## src/rtl/dcache_ctrl_pkg.sv

```systemverilog
// Shared widths, address field helpers and miss-FSM encoding for the data cache.
package dcache_ctrl_pkg;
    localparam int ADDR_WIDTH    = 32;
    localparam int DATA_WIDTH    = 32;
    localparam int SB_WIDTH      = 64;
    localparam int DC_NLINES     = 4;
    localparam int DC_LINE_WORDS = 4;

    localparam int LINE_WIDTH = DATA_WIDTH * DC_LINE_WORDS;
    localparam int OFF_WIDTH  = $clog2(DC_LINE_WORDS);
    localparam int IDX_WIDTH  = $clog2(DC_NLINES);
    localparam int BYTE_OFF   = $clog2(DATA_WIDTH / 8);
    localparam int LINE_LSB   = BYTE_OFF + OFF_WIDTH;
    localparam int TAG_LSB    = LINE_LSB + IDX_WIDTH;
    localparam int TAG_WIDTH  = ADDR_WIDTH - TAG_LSB;
    localparam int LADDR_WIDTH = ADDR_WIDTH - LINE_LSB;

    typedef logic [DC_LINE_WORDS-1:0][DATA_WIDTH-1:0] line_t;

    typedef enum logic [1:0] {
        ST_IDLE      = 2'd0,
        ST_WRITEBACK = 2'd1,
        ST_REFILL    = 2'd2
    } dc_state_t;

    function automatic logic [TAG_WIDTH-1:0] addr_tag(input logic [ADDR_WIDTH-1:0] a);
        return a[ADDR_WIDTH-1:TAG_LSB];
    endfunction

    function automatic logic [IDX_WIDTH-1:0] addr_index(input logic [ADDR_WIDTH-1:0] a);
        return a[TAG_LSB-1:LINE_LSB];
    endfunction

    function automatic logic [OFF_WIDTH-1:0] addr_offset(input logic [ADDR_WIDTH-1:0] a);
        return a[LINE_LSB-1:BYTE_OFF];
    endfunction
endpackage

```

## src/rtl/dcache_ctrl_array.sv

```systemverilog
// Tag/valid/dirty/data storage: asynchronous read, one word write and one line write port.
module dcache_ctrl_array
    import dcache_ctrl_pkg::*;
(
    input  logic                  clk,
    input  logic                  reset,
    input  logic [IDX_WIDTH-1:0]  rd_index,
    output logic                  rd_valid,
    output logic                  rd_dirty,
    output logic [TAG_WIDTH-1:0]  rd_tag,
    output line_t                 rd_line,
    input  logic                  word_we,
    input  logic [IDX_WIDTH-1:0]  word_index,
    input  logic [OFF_WIDTH-1:0]  word_offset,
    input  logic [DATA_WIDTH-1:0] word_data,
    input  logic                  line_we,
    input  logic [IDX_WIDTH-1:0]  line_index,
    input  logic [TAG_WIDTH-1:0]  line_tag,
    input  line_t                 line_data,
    input  logic                  clr_dirty,
    input  logic [IDX_WIDTH-1:0]  clr_index
);
    logic                 valid_vec [DC_NLINES];
    logic                 dirty_vec [DC_NLINES];
    logic [TAG_WIDTH-1:0] tag_vec   [DC_NLINES];
    line_t                data_vec  [DC_NLINES];

    genvar gi;
    generate
        for (gi = 0; gi < DC_NLINES; gi++) begin : g_line
            logic                 valid_reg;
            logic                 dirty_reg;
            logic [TAG_WIDTH-1:0] tag_reg;
            line_t                data_reg;
            logic                 sel_word;
            logic                 sel_line;
            logic                 sel_clr;

            assign sel_word = word_we   && (word_index == IDX_WIDTH'(gi));
            assign sel_line = line_we   && (line_index == IDX_WIDTH'(gi));
            assign sel_clr  = clr_dirty && (clr_index  == IDX_WIDTH'(gi));

            // Only state bits are reset; stale data is masked by valid.
            always_ff @(posedge clk or negedge reset) begin
                if (!reset) begin
                    valid_reg <= 1'b0;
                    dirty_reg <= 1'b0;
                end else if (sel_line) begin
                    valid_reg <= 1'b1;
                    dirty_reg <= 1'b0;
                end else if (sel_word) begin
                    dirty_reg <= 1'b1;
                end else if (sel_clr) begin
                    dirty_reg <= 1'b0;
                end
            end

            always_ff @(posedge clk) begin
                if (sel_line) begin
                    tag_reg  <= line_tag;
                    data_reg <= line_data;
                end else if (sel_word) begin
                    data_reg[word_offset] <= word_data;
                end
            end

            assign valid_vec[gi] = valid_reg;
            assign dirty_vec[gi] = dirty_reg;
            assign tag_vec[gi]   = tag_reg;
            assign data_vec[gi]  = data_reg;
        end
    endgenerate

    assign rd_valid = valid_vec[rd_index];
    assign rd_dirty = dirty_vec[rd_index];
    assign rd_tag   = tag_vec[rd_index];
    assign rd_line  = data_vec[rd_index];
endmodule

```

## src/rtl/dcache_ctrl.sv

```systemverilog
// Direct-mapped write-back data cache: load/drain arbitration, miss FSM, memory port registers.
module dcache_ctrl
    import dcache_ctrl_pkg::*;
(
    input  logic                  clk,
    input  logic                  reset,
    input  logic                  is_load,
    input  logic [ADDR_WIDTH-1:0] ld_addr,
    input  logic                  sb_fwd_hit,
    input  logic                  sb_valid,
    input  logic [SB_WIDTH-1:0]   sb_entry,
    output logic                  cache_hit,
    output logic [DATA_WIDTH-1:0] ld_data,
    output logic                  dc_stall,
    output logic                  mem_req,
    output logic                  mem_we,
    output logic [ADDR_WIDTH-1:0] mem_addr,
    output logic [LINE_WIDTH-1:0] mem_wdata,
    input  logic [LINE_WIDTH-1:0] mem_rdata,
    input  logic                  mem_ready
);
    dc_state_t               state_reg;
    logic [LADDR_WIDTH-1:0]  miss_line_reg;
    logic                    miss_load_reg;

    logic [ADDR_WIDTH-1:0]   sb_addr;
    logic [DATA_WIDTH-1:0]   sb_data;
    logic [ADDR_WIDTH-1:0]   lookup_addr;
    logic                    load_req, in_idle, lookup_hit;
    logic                    load_hit, load_miss, drain_try, drain_hit, drain_miss;
    logic                    rd_valid, rd_dirty;
    logic [TAG_WIDTH-1:0]    rd_tag;
    line_t                   rd_line;
    logic                    unused_bits;

    assign sb_addr  = sb_entry[SB_WIDTH-1:DATA_WIDTH];
    assign sb_data  = sb_entry[DATA_WIDTH-1:0];
    assign load_req = is_load & ~sb_fwd_hit;
    assign in_idle  = (state_reg == ST_IDLE);

    // A single lookup port: an unforwarded load owns it, otherwise the drain does.
    assign lookup_addr = load_req ? ld_addr : sb_addr;
    assign lookup_hit  = rd_valid && (rd_tag == addr_tag(lookup_addr));

    assign load_hit   = in_idle & load_req & lookup_hit;
    assign load_miss  = in_idle & load_req & ~lookup_hit;
    assign drain_try  = in_idle & ~load_req & sb_valid;
    assign drain_hit  = drain_try & lookup_hit;
    assign drain_miss = drain_try & ~lookup_hit;

    assign cache_hit = drain_hit;
    assign ld_data   = load_hit ? rd_line[addr_offset(ld_addr)] : '0;
    assign dc_stall  = load_miss | (~in_idle & (miss_load_reg | load_req));
    assign unused_bits = ^lookup_addr[BYTE_OFF-1:0];

    dcache_ctrl_array u_array (
        .clk         (clk),
        .reset       (reset),
        .rd_index    (addr_index(lookup_addr)),
        .rd_valid    (rd_valid),
        .rd_dirty    (rd_dirty),
        .rd_tag      (rd_tag),
        .rd_line     (rd_line),
        .word_we     (drain_hit),
        .word_index  (addr_index(sb_addr)),
        .word_offset (addr_offset(sb_addr)),
        .word_data   (sb_data),
        .line_we     ((state_reg == ST_REFILL) & mem_ready),
        .line_index  (miss_line_reg[IDX_WIDTH-1:0]),
        .line_tag    (miss_line_reg[LADDR_WIDTH-1:IDX_WIDTH]),
        .line_data   (mem_rdata),
        .clr_dirty   ((state_reg == ST_WRITEBACK) & mem_ready),
        .clr_index   (miss_line_reg[IDX_WIDTH-1:0])
    );

    always_ff @(posedge clk or negedge reset) begin
        if (!reset) begin
            state_reg     <= ST_IDLE;
            miss_line_reg <= '0;
            miss_load_reg <= 1'b0;
            mem_req       <= 1'b0;
            mem_we        <= 1'b0;
            mem_addr      <= '0;
            mem_wdata     <= '0;
        end else begin
            case (state_reg)
                ST_IDLE: begin
                    if (load_miss | drain_miss) begin
                        miss_line_reg <= lookup_addr[ADDR_WIDTH-1:LINE_LSB];
                        miss_load_reg <= load_miss;
                        mem_req       <= 1'b1;
                        if (rd_valid & rd_dirty) begin
                            state_reg <= ST_WRITEBACK;
                            mem_we    <= 1'b1;
                            mem_addr  <= {rd_tag, addr_index(lookup_addr), {LINE_LSB{1'b0}}};
                            mem_wdata <= rd_line;
                        end else begin
                            state_reg <= ST_REFILL;
                            mem_we    <= 1'b0;
                            mem_addr  <= {lookup_addr[ADDR_WIDTH-1:LINE_LSB], {LINE_LSB{1'b0}}};
                        end
                    end
                end
                ST_WRITEBACK: begin
                    if (mem_ready) begin
                        state_reg <= ST_REFILL;
                        mem_we    <= 1'b0;
                        mem_addr  <= {miss_line_reg, {LINE_LSB{1'b0}}};
                    end
                end
                ST_REFILL: begin
                    if (mem_ready) begin
                        state_reg     <= ST_IDLE;
                        mem_req       <= 1'b0;
                        miss_load_reg <= 1'b0;
                    end
                end
                default: state_reg <= ST_IDLE;
            endcase
        end
    end
endmodule

```

## config.mk

```make
export PLATFORM = sky130hd
export DESIGN_NAME = dcache_ctrl
export DESIGN_NICKNAME = d
export VERILOG_FILES = /design/src/rtl/dcache_ctrl_pkg.sv /design/src/rtl/dcache_ctrl_array.sv /design/src/rtl/dcache_ctrl.sv
export SDC_FILE = /design/constraint.sdc
export NUM_CORES = 1
export LEC_CHECK = 0
export ABC_CLOCK_PERIOD_IN_PS = 5800
export CORE_MARGIN = 2
export CORE_UTILIZATION = 35
export CTS_CLUSTER_SIZE = 20
export DETAILED_ROUTE_END_ITERATION = 8
export HOLD_SLACK_MARGIN = 0.05
export REMOVE_ABC_BUFFERS = 1
export SYNTH_ARGS = -nofsm -noshare
export SYNTH_HDL_FRONTEND = slang
export SYNTH_SLANG_ARGS = --single-unit
export TNS_END_PERCENT = 5
```

## constraint.sdc

```tcl
create_clock -name clk -period 5.8 [get_ports clk]
set_input_delay 1.16 -clock clk [delete_from_list [all_inputs] [get_ports clk]]
set_output_delay 1.16 -clock clk [all_outputs]
set_load 0.05 [all_outputs]
```

==> metrics.cfg <==
[power]
p_seq_frac = 0.440
ir_drop_mv = 0.203
leakagePower_nw = 18.5
clkPwrFrac = 0.376
share_comb_of_total_power = 0.185
p_int_mw = 11.7
p_per_area_mw_per_mm2 = 315
p_sw_mw = 4.50
switching_share = 0.278

[sta]
rsz0062_at_grt = no
hold-worst-slack_ps = 454
period_minus_slack_ps = 5640
setup_viol = 0
period_share = 0.973
final_max_slew_viol_count = 0
slew_headroom = 0.244
fin_ws_ps = 156
hold_viol = 0
fin_skew_ps = 24.9
worst_pin_slew_ps = 1130
fmaxAchievable_mhz = 177

[global_routing]
overflow = 0
grt_pass1_vias = 28000
track_usage = 0.223
grt_first_pass_wirelength_um = 191000
grt_max_degree = 126
antenna_found_initial = 35

[final_layout]
final_cells = 5325
drive_above_1_share = 0.232
largest_register_ffs = 512
seq_area_mm2 = 0.0234
area_delta_synth_final_pct = 30.8
multiInputGateArea_mm2 = 0.0151
final_nets = 3972
final_util = 0.464
fillers = 9893

[clock_network]
tritoncts = done
clock_path_buffers = 3
cts_buffers = 94
insertion_delay_ps = 680
cts_sinks = 813
root_buffer = clkbuf_16
hold_buffers = 0
path_clk_slew_ps = 60
htree_levels = 3

[floorplanning]
dieHeight_um = 339
dieWidth_um = 339
start_util = 0.354
die_area_mm2 = 0.115
design.core.area_mm2 = 0.111
fp-row-count = 122
io_pins = 426

[critical_path]
worstPathArrival_ps = 4480
cp_max_fo = 10
r2r-end = u_array.data_vec[457]
cp_slowest_cell = clkdlybuf4s50_1
path_buf_inv = 8
crit_type = in2out
max_stage_delay_ps = 480
crit_path_end_kind = primary output
cp_data_required_time_ps = 4640
cpLargestDelayFamily = buffers and inverters
regToRegStartpoint = u_array.g_line[2].tag_reg[14]
critPathMostFrequentCell = buf_12
rr_worst_depth = 14
path_cells = clkdlybuf4s50_1 > inv_1 > o21ai_4 > buf_12 > buf_4 > mux2i_1 > a2bb2oi_1 > and4_1 > and3_1 > and4_4 > buf_12 > buf_12 > and2_4 > buf_12 > buf_12
cp-start-kind = input pin
r2r_setup_slack_ps = 1950

[yosys]
synth.area.top_cells = edfxtp_1 47%, dfrtp_1 13%, mux4_2 9.3%, o21ai_0 7.5%, nand2_1 7.0%
netlist_instances = 3152
ys.flop_type = edfxtp_1
synth-edff-count = 616
synth_most_common_cell = nand2_1
syn_area_mm2 = 0.0393
synth_area_per_cell_um2 = 12.5
yosys_warnings = 0
netlist.area_leader.share = 0.471
synth_async_sr_flop_share = 0.242
yosysSeqAreaShare = 0.596
synth.distinct_cells = 67
synth-seq-cells = 813
yosys-top-cells-count = 732 x nand2_1, 616 x edfxtp_1, 588 x o21ai_0, 197 x dfrtp_1, 181 x clkbuf_1
yosysTopAreaCell = edfxtp_1

[routing]
via_per_inst = 5.34
vias = 28400
wl_um = 131000
post-route-drc-count = 0
antenna_left = 0
wire_per_inst_um = 24.7
first_pass_iters = 5
drt-initial-drc-count = 2761

[worst_hold_path]
holdCritPathClass = in2async

[run]
maxCapViolations = 0

[run_status]
status = complete, no violations

[place]
place.gp.congestion = 0.862
hpwl_um = 85400
port_buffers = 417
place_ws_ps = -83.7
dp.cells = 5125

==> power groups by stage <==
stage,logic (mW),clock network [mW],registers [mW]
2_1_floorplan,1.41,0,7.43
3_3_place_gp,2.94,0,7.21
3_5_place_dp,2.98,0,7.23
4_1_cts,2.99,6.19,7.11
5_1_grt,3.20,6.42,7.16
6_report,2.99,6.08,7.11
==> per-stage QoR <==
step | total power, mW | instance area, um2 | setup TNS (ps)
detailed placement | 10.2 | 48000 | -88.6
floorplan | 8.84 | 38200 | -
global route | 16.8 | 51400 | 0
finish | 16.2 | 51400 | 0
global placement | 10.1 | 48000 | -67.8
CTS | 16.3 | 51200 | 0
==> cells in the final DEF, fill, tap and decap left out, types with 13 or more instances in the layout <==
cell and n:
clkinv_2 17, nor2_1 42, clkbuf_1 25, o21ai_0 585
nand2_1 731, mux2_4 109, inv_1 14, diode_2 13
mux2_1 19, mux4_2 162, mux2_2 55, clkbuf_16 100
nand2b_1 28, buf_4 244, and2_1 35, clkdlybuf4s50_1 378
buf_12 96, dfrtp_1 197, edfxtp_1 616, mux2i_1 58
o31ai_4 16, a21oi_1 49
==> cell type report <==
class                           count  area share
Tap cell                         1488      0.0362
Clock buffer                      134      0.0522
Timing Repair Buffer              730       0.150
Antenna cell                       13    0.000632
Multi-Input combinational cell   2085       0.294
Inverter                           18     0.00190
Sequential cell                   813       0.455
Clock inverter                     44     0.00924
==> worst max-delay path by stage <==
stage,startpoint,cells after the start,endpoint
after detailed placement,sb_fwd_hit,15,ld_data[29]
final,sb_entry[36],15,ld_data[29]
after global placement,sb_fwd_hit,13,ld_data[29]
after CTS,is_load,15,ld_data[29]
after floorplan,sb_fwd_hit,8,mem_wdata[0]
after global routing,sb_entry[36],15,ld_data[29]
==> logic make-up after synthesis <==
logic type / after synthesis / synth area share
flops: 813 / 0.596
simple gates: 906 / 0.0956
buf+inv: 257 / 0.0291
mux: 410 / 0.172
xor+xnor: 11 / 0.00245
compound gates: 754 / 0.105
other cells: 1 / 0.0000954
==> layer usage <==
| layer | GRT usage | wire length (um) | vias to the layer above |
|---|---|---|---|
| li1 | - | - | 12900 |
| met1 | 0.297 | 54500 | 14100 |
| met2 | 0.363 | 62600 | 1185 |
| met3 | 0.0499 | 10500 | 221 |
| met4 | 0.0705 | 3580 | 36 |
| met5 | 0 | 213 | - |
==> repair_timing <==
item / CTS / global route
gates cloned: 0 / 3
pin swaps: 2 / 7
endpoints found under the setup margin: 32 / 33
gates resized for setup: 8 / 27
setup buffers: 0 / 6
No activity file was read; power rests on OpenSTA's default activity.
